==> src/rtl/counter_pkg.sv <==
// Shared constants for the match counter array and its readout engine.
// COUNTER_READER_CHECKSUM_EN adds a trailing XOR-checksum beat to each sweep.
package counter_pkg;

  localparam int unsigned CTR_ADDR_W = 4;
  localparam int unsigned CTR_DATA_W = 32;

  typedef enum logic [2:0] {
    StIdle,
    StIssue,
    StCapture,
`ifdef COUNTER_READER_CHECKSUM_EN
    StChecksum,
`endif
    StPresent
  } reader_state_e;

endpackage

==> src/rtl/counter_reader_if.sv <==
// Dump stream from the counter reader to the host/debug consumer.
interface counter_reader_if
  import counter_pkg::*;
#(
  parameter int unsigned ADDR_W = CTR_ADDR_W,
  parameter int unsigned DATA_W = CTR_DATA_W
);
  logic              dump_valid;
  logic              dump_ready;
  logic [ADDR_W-1:0] dump_addr;
  logic [DATA_W-1:0] dump_data;
  logic              dump_last;

  modport master (
    output dump_valid, dump_addr, dump_data, dump_last,
    input  dump_ready
  );

  modport slave (
    input  dump_valid, dump_addr, dump_data, dump_last,
    output dump_ready
  );
endinterface

==> src/rtl/counter_reader.sv <==
// Sweeps a wrapping range of counter addresses, reads each count and streams
// (addr, value) beats out over valid/ready.
// Optional: COUNTER_READER_CHECKSUM_EN appends an XOR-of-all-values beat.
module counter_reader
  import counter_pkg::*;
#(
  parameter int unsigned ADDR_W = CTR_ADDR_W,
  parameter int unsigned DATA_W = CTR_DATA_W,
  parameter int unsigned RD_LAT = 1
) (
  input  logic              clk,
  input  logic              reset,
  input  logic              start_in,
  input  logic [ADDR_W-1:0] first_addr_in,
  input  logic [ADDR_W-1:0] last_addr_in,
  output logic              read_counter,
  output logic [ADDR_W-1:0] count_rd_addr_out,
  input  logic [DATA_W-1:0] count_in,
  counter_reader_if.master  dump,
  output logic              busy_out,
  output logic              done_out
);

  localparam int unsigned LatW = (RD_LAT > 1) ? $clog2(RD_LAT) : 1;

  reader_state_e     state_q, state_d;
  logic [ADDR_W-1:0] idx_q, idx_d;
  logic [ADDR_W-1:0] last_addr_q, last_addr_d;
  logic [LatW-1:0]   lat_q, lat_d;
  logic              rd_q, rd_d;
  logic [ADDR_W-1:0] rd_addr_q, rd_addr_d;
  logic [ADDR_W-1:0] addr_q, addr_d;
  logic [DATA_W-1:0] data_q, data_d;
  logic              beat_last_q, beat_last_d;
  logic              valid, done;
`ifdef COUNTER_READER_CHECKSUM_EN
  logic [DATA_W-1:0] xor_q, xor_d;
`endif

  // Next-state, read-port and beat-register logic.
  always_comb begin
    state_d     = state_q;
    idx_d       = idx_q;
    last_addr_d = last_addr_q;
    lat_d       = lat_q;
    rd_d        = 1'b0;  // read_counter is a single-cycle strobe
    rd_addr_d   = rd_addr_q;
    addr_d      = addr_q;
    data_d      = data_q;
    beat_last_d = beat_last_q;
    valid       = 1'b0;
    done        = 1'b0;
`ifdef COUNTER_READER_CHECKSUM_EN
    xor_d       = xor_q;
`endif
    unique case (state_q)
      StIdle: begin
        if (start_in) begin
          last_addr_d = last_addr_in;
          idx_d       = first_addr_in;
          rd_d        = 1'b1;
          rd_addr_d   = first_addr_in;
          state_d     = StIssue;
`ifdef COUNTER_READER_CHECKSUM_EN
          xor_d       = '0;
`endif
        end
      end
      StIssue: begin
        lat_d   = '0;
        state_d = StCapture;
      end
      StCapture: begin
        if (lat_q == LatW'(RD_LAT - 1)) begin
          addr_d      = idx_q;
          data_d      = count_in;
          beat_last_d = (idx_q == last_addr_q);
          state_d     = StPresent;
        end else begin
          lat_d = lat_q + 1'b1;
        end
      end
      StPresent: begin
        valid = 1'b1;
        if (dump.dump_ready) begin
          if (beat_last_q) begin
`ifdef COUNTER_READER_CHECKSUM_EN
            xor_d   = xor_q ^ data_q;
            addr_d  = '0;
            data_d  = xor_q ^ data_q;
            state_d = StChecksum;
`else
            done    = 1'b1;
            state_d = StIdle;
`endif
          end else begin
`ifdef COUNTER_READER_CHECKSUM_EN
            xor_d     = xor_q ^ data_q;
`endif
            idx_d     = idx_q + 1'b1;
            rd_d      = 1'b1;
            rd_addr_d = idx_q + 1'b1;
            state_d   = StIssue;
          end
        end
      end
`ifdef COUNTER_READER_CHECKSUM_EN
      StChecksum: begin
        valid = 1'b1;
        if (dump.dump_ready) begin
          done    = 1'b1;
          state_d = StIdle;
        end
      end
`endif
      default: state_d = StIdle;
    endcase
  end

  // State and datapath registers; reset abandons any sweep in progress.
  always_ff @(posedge clk or negedge reset) begin
    if (!reset) begin
      state_q     <= StIdle;
      idx_q       <= '0;
      last_addr_q <= '0;
      lat_q       <= '0;
      rd_q        <= 1'b0;
      rd_addr_q   <= '0;
      addr_q      <= '0;
      data_q      <= '0;
      beat_last_q <= 1'b0;
`ifdef COUNTER_READER_CHECKSUM_EN
      xor_q       <= '0;
`endif
    end else begin
      state_q     <= state_d;
      idx_q       <= idx_d;
      last_addr_q <= last_addr_d;
      lat_q       <= lat_d;
      rd_q        <= rd_d;
      rd_addr_q   <= rd_addr_d;
      addr_q      <= addr_d;
      data_q      <= data_d;
      beat_last_q <= beat_last_d;
`ifdef COUNTER_READER_CHECKSUM_EN
      xor_q       <= xor_d;
`endif
    end
  end

  assign read_counter      = rd_q;
  assign count_rd_addr_out = rd_addr_q;
  assign dump.dump_valid   = valid;
  assign dump.dump_addr    = addr_q;
  assign dump.dump_data    = data_q;
`ifdef COUNTER_READER_CHECKSUM_EN
  assign dump.dump_last    = (state_q == StChecksum);
`else
  assign dump.dump_last    = (state_q == StPresent) && beat_last_q;
`endif
  assign busy_out          = (state_q != StIdle);
  assign done_out          = done;

endmodule

==> src/flat_wrapper.sv <==
// flat-port wrapper written by rule: the top's interface ports become plain ports
module counter_reader_flat import counter_pkg::*;
#(
  parameter int unsigned ADDR_W = CTR_ADDR_W,
  parameter int unsigned DATA_W = CTR_DATA_W,
  parameter int unsigned RD_LAT = 1
)
  (clk, reset, start_in, first_addr_in, last_addr_in, read_counter, count_rd_addr_out, count_in, busy_out, done_out, dump_dump_valid, dump_dump_addr, dump_dump_data, dump_dump_last, dump_dump_ready);
  counter_reader_if #(.ADDR_W(ADDR_W), .DATA_W(DATA_W)) dump_i ();
  input  logic clk;
  input  logic reset;
  input  logic start_in;
  input  logic [ADDR_W-1:0] first_addr_in;
  input  logic [ADDR_W-1:0] last_addr_in;
  output logic read_counter;
  output logic [ADDR_W-1:0] count_rd_addr_out;
  input  logic [DATA_W-1:0] count_in;
  output logic busy_out;
  output logic done_out;
  output wire logic [$bits(dump_i.dump_valid)-1:0] dump_dump_valid;
  output wire logic [$bits(dump_i.dump_addr)-1:0] dump_dump_addr;
  output wire logic [$bits(dump_i.dump_data)-1:0] dump_dump_data;
  output wire logic [$bits(dump_i.dump_last)-1:0] dump_dump_last;
  input wire logic [$bits(dump_i.dump_ready)-1:0] dump_dump_ready;
  assign dump_dump_valid = dump_i.dump_valid;
  assign dump_dump_addr = dump_i.dump_addr;
  assign dump_dump_data = dump_i.dump_data;
  assign dump_dump_last = dump_i.dump_last;
  assign dump_i.dump_ready = dump_dump_ready;
  counter_reader #(.ADDR_W(ADDR_W), .DATA_W(DATA_W), .RD_LAT(RD_LAT)) u_core (.clk(clk), .reset(reset), .start_in(start_in), .first_addr_in(first_addr_in), .last_addr_in(last_addr_in), .read_counter(read_counter), .count_rd_addr_out(count_rd_addr_out), .count_in(count_in), .dump(dump_i), .busy_out(busy_out), .done_out(done_out));
endmodule
==> config.mk <==
export PLATFORM = sky130hd
export DESIGN_NAME = counter_reader_flat
export DESIGN_NICKNAME = d
export VERILOG_FILES = /design/src/rtl/counter_pkg.sv /design/src/rtl/counter_reader_if.sv /design/src/rtl/counter_reader.sv /design/src/flat_wrapper.sv
export SDC_FILE = /design/constraint.sdc
export NUM_CORES = 1
export LEC_CHECK = 0
export CAP_MARGIN = 15
export CORE_MARGIN = 1.5
export CORE_UTILIZATION = 45
export DETAILED_ROUTE_END_ITERATION = 6
export GPL_TIMING_DRIVEN = 0
export PLACE_DENSITY = 0.85
export RECOVER_POWER = 100
export SYNTH_ARGS = -nofsm -noshare
export SYNTH_HDL_FRONTEND = slang
export SYNTH_SLANG_ARGS = --single-unit
export TNS_END_PERCENT = 100
==> constraint.sdc <==
create_clock -name clk -period 5 [get_ports clk]
set_clock_uncertainty 0.1 [all_clocks]
set_input_delay 1 -clock clk [delete_from_list [all_inputs] [get_ports clk]]
set_output_delay 1 -clock clk [all_outputs]
set_load 0.05 [all_outputs]
==> metrics, run 1 <==
cell row count 24; worst path required time 3.90 ns; ant diodes 0; setup bufs post-CTS 0; Synth Net Count 186; I/O pins 89; # DRC 0; chip height 70.4 µm; crit path launch type input port; Die Wd 70.4 µm; H-tree Lvls 2; Setup TNS Final 0 ns; Port Buffer Count 88; first-pass GRT wire length 7590 µm; CTS tree done; Max Fclk 275 MHz; cts repair resizes 0; normalized max-slew margin -13.2%; status finished with violations; Die ar. 4960 µm²; gpl congestion 0.838; maxcap violations 1; total track usage 19.6%; DP Wirelength 3510 µm; Worst Setup End Kind primary output; leading cell type in the layout, fill and taps excluded dfrtp_1; commonest cells after routing, fill and taps aside 48 x dfrtp_1, 47 x dlygate4sd3_1, 42 x mux2_2; fin crit share 72.9%; Core ar. 4350 µm²; largest net degree at the start of global routing 33; clock root buffer clkbuf_8; total wire length 4570 µm; final setup violating endpoints 0; Seq cells post-synth 48; critical path class input port to primary output; worst path arrival time 2.54 ns; RSZ-0062 raised after global routing false; sequential area share after synthesis 58.8%; failing checks capacitance limit, slew limit; max-slew violations 33; Avg Cell Area, Syn 14.8 µm²; Clk pin slew, worst setup/hold paths 0.08 ns; number of buffers created by CTS 5; Hold Path Class flop to flop; post-synthesis cell type count 26; GRT Residual Overflow 0; antenna violations before repair 0; Synthesis Warnings 0; max incr delay on CP 0.86 ns; Worst-Margin Slew 1.70 ns; Initial Utilization 47.0%; NumNets Final 282; clock sinks 48; antenna viol nets, final 0; vias per inst 5.08; area grow syn2layout 48.9%; DR iter-0 viols 75; vias in the first global route 1527; post-synthesis cell count 138; CP Max Fanout 4; r2r setup slk 2.74 ns; Clock Latency Late Sink 0.29 ns; share of cells above drive strength 1 21.6%; CTS max path bufs 2; Final Hold Viols 0; Tmin final 3.64 ns; CP cell instances clkdlybuf4s50_1 -> and3_1 -> dlygate4sd3_1; via count 1442; # hold bufs at CTS 0; CP max-delay cell dlygate4sd3_1; area of the mapped netlist 2040 µm²; Routed WL per cell 16.1 µm; drt pass-1 iters 4
-- metrics by stage --
| stage | cells | util [%] | worst slack [ns] | hold slack, ns | area (µm²) |
|---|---|---|---|---|---|
| 3_3_place_gp | 278 | 68.7 | 1.43 | 0.389 | 2990 |
| 3_5_place_dp | 279 | 69.0 | 1.43 | 0.395 | 3010 |
| 2_1_floorplan | 138 | - | 2.40 | 0.399 | 2040 |
| 6_report | 284 | 69.9 | 1.36 | 0.401 | 3040 |
| 5_1_grt | 284 | 69.9 | 1.32 | 0.422 | 3040 |
| 4_1_cts | 284 | 70.6 | 1.42 | 0.414 | 3070 |
-- flip-flops by register name (all words and copies together), names as in the netlist --
name / count
u_core.beat_last_q: 1
u_core.dump.dump_addr: 4
u_core.dump.dump_data: 32
u_core.idx_q: 4
u_core.last_addr_q: 4
u_core.read_counter: 1
u_core.state_q: 2
-- worst max-delay path, delay by kind of cell --
| family | cells | cell delay [ns] |
|---|---|---|
| buffers and inverters | 2 | 1.37 |
| and+or+nand+nor | 1 | 0.16 |
-- final timing paths --
| kind | from | endpoint | depth (start not counted) |
|---|---|---|---|
| worst max-delay path | dump_dump_ready | done_out | 3 |
| worst min-delay path | u_core.dump.dump_data[19] | u_core.dump.dump_data[19] | 1 |
| worst max register to register | u_core.state_q[0] | u_core.dump.dump_data[6] | 5 |
| worst min register to register | u_core.dump.dump_data[19] | u_core.dump.dump_data[19] | 1 |
| max in group asynchronous | reset | u_core.last_addr_q[1] | 2 |
| min in group asynchronous | reset | u_core.dump.dump_data[23] | 1 |
-- per-layer routing --
layer | global-route usage, % | share of wire (%)
met5 | 0 | 0
met4 | 4.49 | 0.55
met3 | 3.90 | 4.5
met2 | 35.0 | 53
met1 | 24.3 | 42
-- synth_stat cells (all sizes together) --
master | instances | area, µm²
and3b | 1 | 8.76
a31oi | 1 | 6.26
mux2i | 3 | 30.0
nand4b | 1 | 8.76
nor4 | 1 | 6.26
mux2 | 45 | 514
ha | 4 | 50.1
o31a | 1 | 8.76
and2 | 2 | 12.5
o2111ai | 2 | 17.5
dfrtp | 48 | 1200
o21a | 1 | 15.0
o211ai | 2 | 15.0
nor2b | 3 | 18.8
xor2 | 4 | 35.0
nor3 | 1 | 5.00
and3 | 2 | 12.5
buf | 5 | 31.3
inv | 7 | 26.3
nand2 | 2 | 7.51
o22a | 1 | 8.76
a21oi | 1 | 5.00
-- cell families after synthesis --
family | synth area share [%]
AOI/OAI and AO/OA | 3.73
xor gates and xnor gates | 1.71
adders and majority gates | 2.45
buffers and inverters | 2.81
DFF | 58.8
muxes | 26.6
and+or+nand+nor | 3.92
-- final cells by class --
cell class | count | area [µm²]
inverter | 7 | 26.3
timing repair buffer | 89 | 878
buffer | 5 | 26.3
clock buffer | 5 | 68.8
multi-input combinational | 78 | 778
sequential | 48 | 1200
fill | 334 | 1310
tap | 52 | 65.1
Power of run 1 is not shown: default switching activity piles up to over one toggle a cycle in this logic, so the estimate is an artifact.
==> inputs of run 2 (changes only) <==
--- a/config.mk
+++ b/config.mk
@@ -7,10 +7,10 @@
 export LEC_CHECK = 0
 export CAP_MARGIN = 15
 export CORE_MARGIN = 1.5
-export CORE_UTILIZATION = 45
+export CORE_UTILIZATION = 42
 export DETAILED_ROUTE_END_ITERATION = 6
 export GPL_TIMING_DRIVEN = 0
-export PLACE_DENSITY = 0.85
+export PLACE_DENSITY = 0.8
 export RECOVER_POWER = 100
 export SYNTH_ARGS = -nofsm -noshare
 export SYNTH_HDL_FRONTEND = slang
==> constraint.sdc (replaced) <==
create_clock -name clk -period 3.76 [get_ports clk]
set_clock_uncertainty 0.1 [all_clocks]
set_input_delay 0.752 -clock clk [delete_from_list [all_inputs] [get_ports clk]]
set_output_delay 0.752 -clock clk [all_outputs]
set_load 0.05 [all_outputs]
==> run 2 against run 1 <==
Effect of this change: the flow still finishes with violations (capacitance limit, slew limit); cell count is 1.4% higher; sequential share of layout area barely moved; utilization decreased by 5.0 points; setup slack got worse by 0.73 ns; clock-buffer cell count grew 1; first-iteration DRC count down 27%; sequential cell count unchanged; worst hold slack is essentially flat; register-to-register slack lost 1.2 ns.
==> metrics, run 2 (synthesis gave the netlist of run 1 again) <==
Largest register FFs 32 (unchanged); Hold Path End u_core.dump.dump_data[12]; Hold Path Class flop to flop; number of buffers created by CTS 5 (unchanged); area grow syn2layout 49.1%; CP Max Fanout 4 (unchanged); commonest cells after routing, fill and taps aside 48 x dfrtp_1, 46 x dlygate4sd3_1, 42 x mux2_2; DP Wirelength 3240 µm (-7.7%); Die Wd 72.8 µm (+3.4%); post-layout util 65.0% (-5.0 points); max-slew violations 32 (-3.0%); chip height 72.8 µm (+3.4%); NumNets Final 282 (unchanged); final setup violating endpoints 0 (unchanged); DR iter-0 viols 55 (-27%); Worst Setup End Kind primary output; gpl congestion 0.755 (-9.9%); CTS max path bufs 2 (unchanged); critical path class input port to primary output; via count 1429 (-0.90%); r2r setup slk 1.57 ns (-1.17 ns); Final Hold Viols 0 (unchanged); Port Buffer Count 88 (unchanged); worst path arrival time 2.28 ns (-0.26 ns); total track usage 16.9% (-2.7 points); Setup TNS Final 0 ns (unchanged); Clock Latency Late Sink 0.29 ns (about the same); # DRC 0 (unchanged); maxcap violations 1 (unchanged); H-tree Lvls 2 (unchanged); Core ar. 4690 µm² (+7.8%); filler instances 381 (+14%); largest net degree at the start of global routing 32 (-3.0%); fin crit share 83.4%; drt pass-1 iters 3 (-1); status finished with violations; I/O pins 89 (unchanged); vias in the first global route 1509 (-1.2%); Final Cell Area 3050 µm² (+0.12%); GRT Residual Overflow 0 (unchanged); Tmin final 3.14 ns; clock sinks 48 (unchanged); clock root buffer clkbuf_8; worst reg2reg path endpoint u_core.dump.dump_data[6]; failing checks capacitance limit, slew limit; Clk pin slew, worst setup/hold paths 0.08 ns (about the same); Routed WL per cell 14.6 µm (-9.6%); reg2reg path depth 5 (unchanged); RSZ-0062 raised after global routing false; crit path launch type input port; hold depth 1 (unchanged); Die ar. 5300 µm² (+6.8%); cts repair resizes 0 (unchanged); setup bufs post-CTS 0 (unchanged); Initial Utilization 43.6% (-3.4 points); worst path required time 2.91 ns (-0.99 ns); first-pass GRT wire length 6840 µm (-9.9%); normalized max-slew margin -7.44% (+5.8 points); Hold Crit Start u_core.dump.dump_data[12]; total wire length 4190 µm (-8.3%); vias per inst 4.96 (-2.3%); fin cells 288 (+1.4%); Worst-Margin Slew 1.61 ns (-0.0865 ns); placed cell count 281 (+0.72%); CTS tree done; leading cell type in the layout, fill and taps excluded dfrtp_1; ant diodes 0 (unchanged); share of cells above drive strength 1 21.4% (-0.18 points); Cell Area, Placed 3010 µm² (about the same); cell row count 25 (+4.2%); Max Fclk 319 MHz; # hold bufs at CTS 0 (unchanged); antenna violations before repair 0 (unchanged); reg-to-reg critical path startpoint u_core.state_q[0]; antenna viol nets, final 0 (unchanged)
## run 2: changes by cell type in the layout (fill, tap and decap cells not counted), sizes merged
cell,delta
clkdlybuf4s50,+1
clkinv,+1
dlygate4sd3,-1
clkbuf,+1
## run 2: worst max-delay path, stage by stage
cell and delay (ns):
clkdlybuf4s50_1 0.51, and3_1 0.16, dlygate4sd3_1 0.86
## run 2: worst max-delay path by stage
stage,end,slack [ns],startpoint
after detailed placement,done_out,0.69,dump_dump_ready
after floorplan,done_out,1.41,u_core.state_q[1]
final,done_out,0.62,dump_dump_ready
after CTS,done_out,0.69,dump_dump_ready
after global placement,u_core.dump.dump_data[17],0.46,reset
after global routing,u_core.last_addr_q[1],0.53,reset
## run 2: final cells by class
cell class	count	area, µm²	area share [%]
Buffer	5	26.3	0.862
Clock buffer	6	72.6	2.38
Clock inverter	1	5.00	0.164
Inverter	7	26.3	0.862
Multi-Input combinational cell	78	771	25.3
Sequential cell	48	1200	39.4
Tap cell	54	67.6	2.22
Timing Repair Buffer	89	878	28.8
## run 2: through the flow
step / hold WS (ns) / setup slack (ns)
global route: 0.414 / 0.531
global placement: 0.389 / 0.464
detailed placement: 0.394 / 0.686
CTS: 0.292 / 0.686
finish: 0.402 / 0.624
floorplan: 0.356 / 1.41
## run 2: per-layer routing
metal | vias up | global-route usage [%] | routed length, µm
li1 | 675 | - | -
met1 | 706 | 19.8 | 1750
met2 | 41 | 29.9 | 2180
met3 | 7 | 4.14 | 199
met4 | 0 | 6.29 | 61
met5 | - | 0 | 0
Power of run 2 is left out for the same reason.
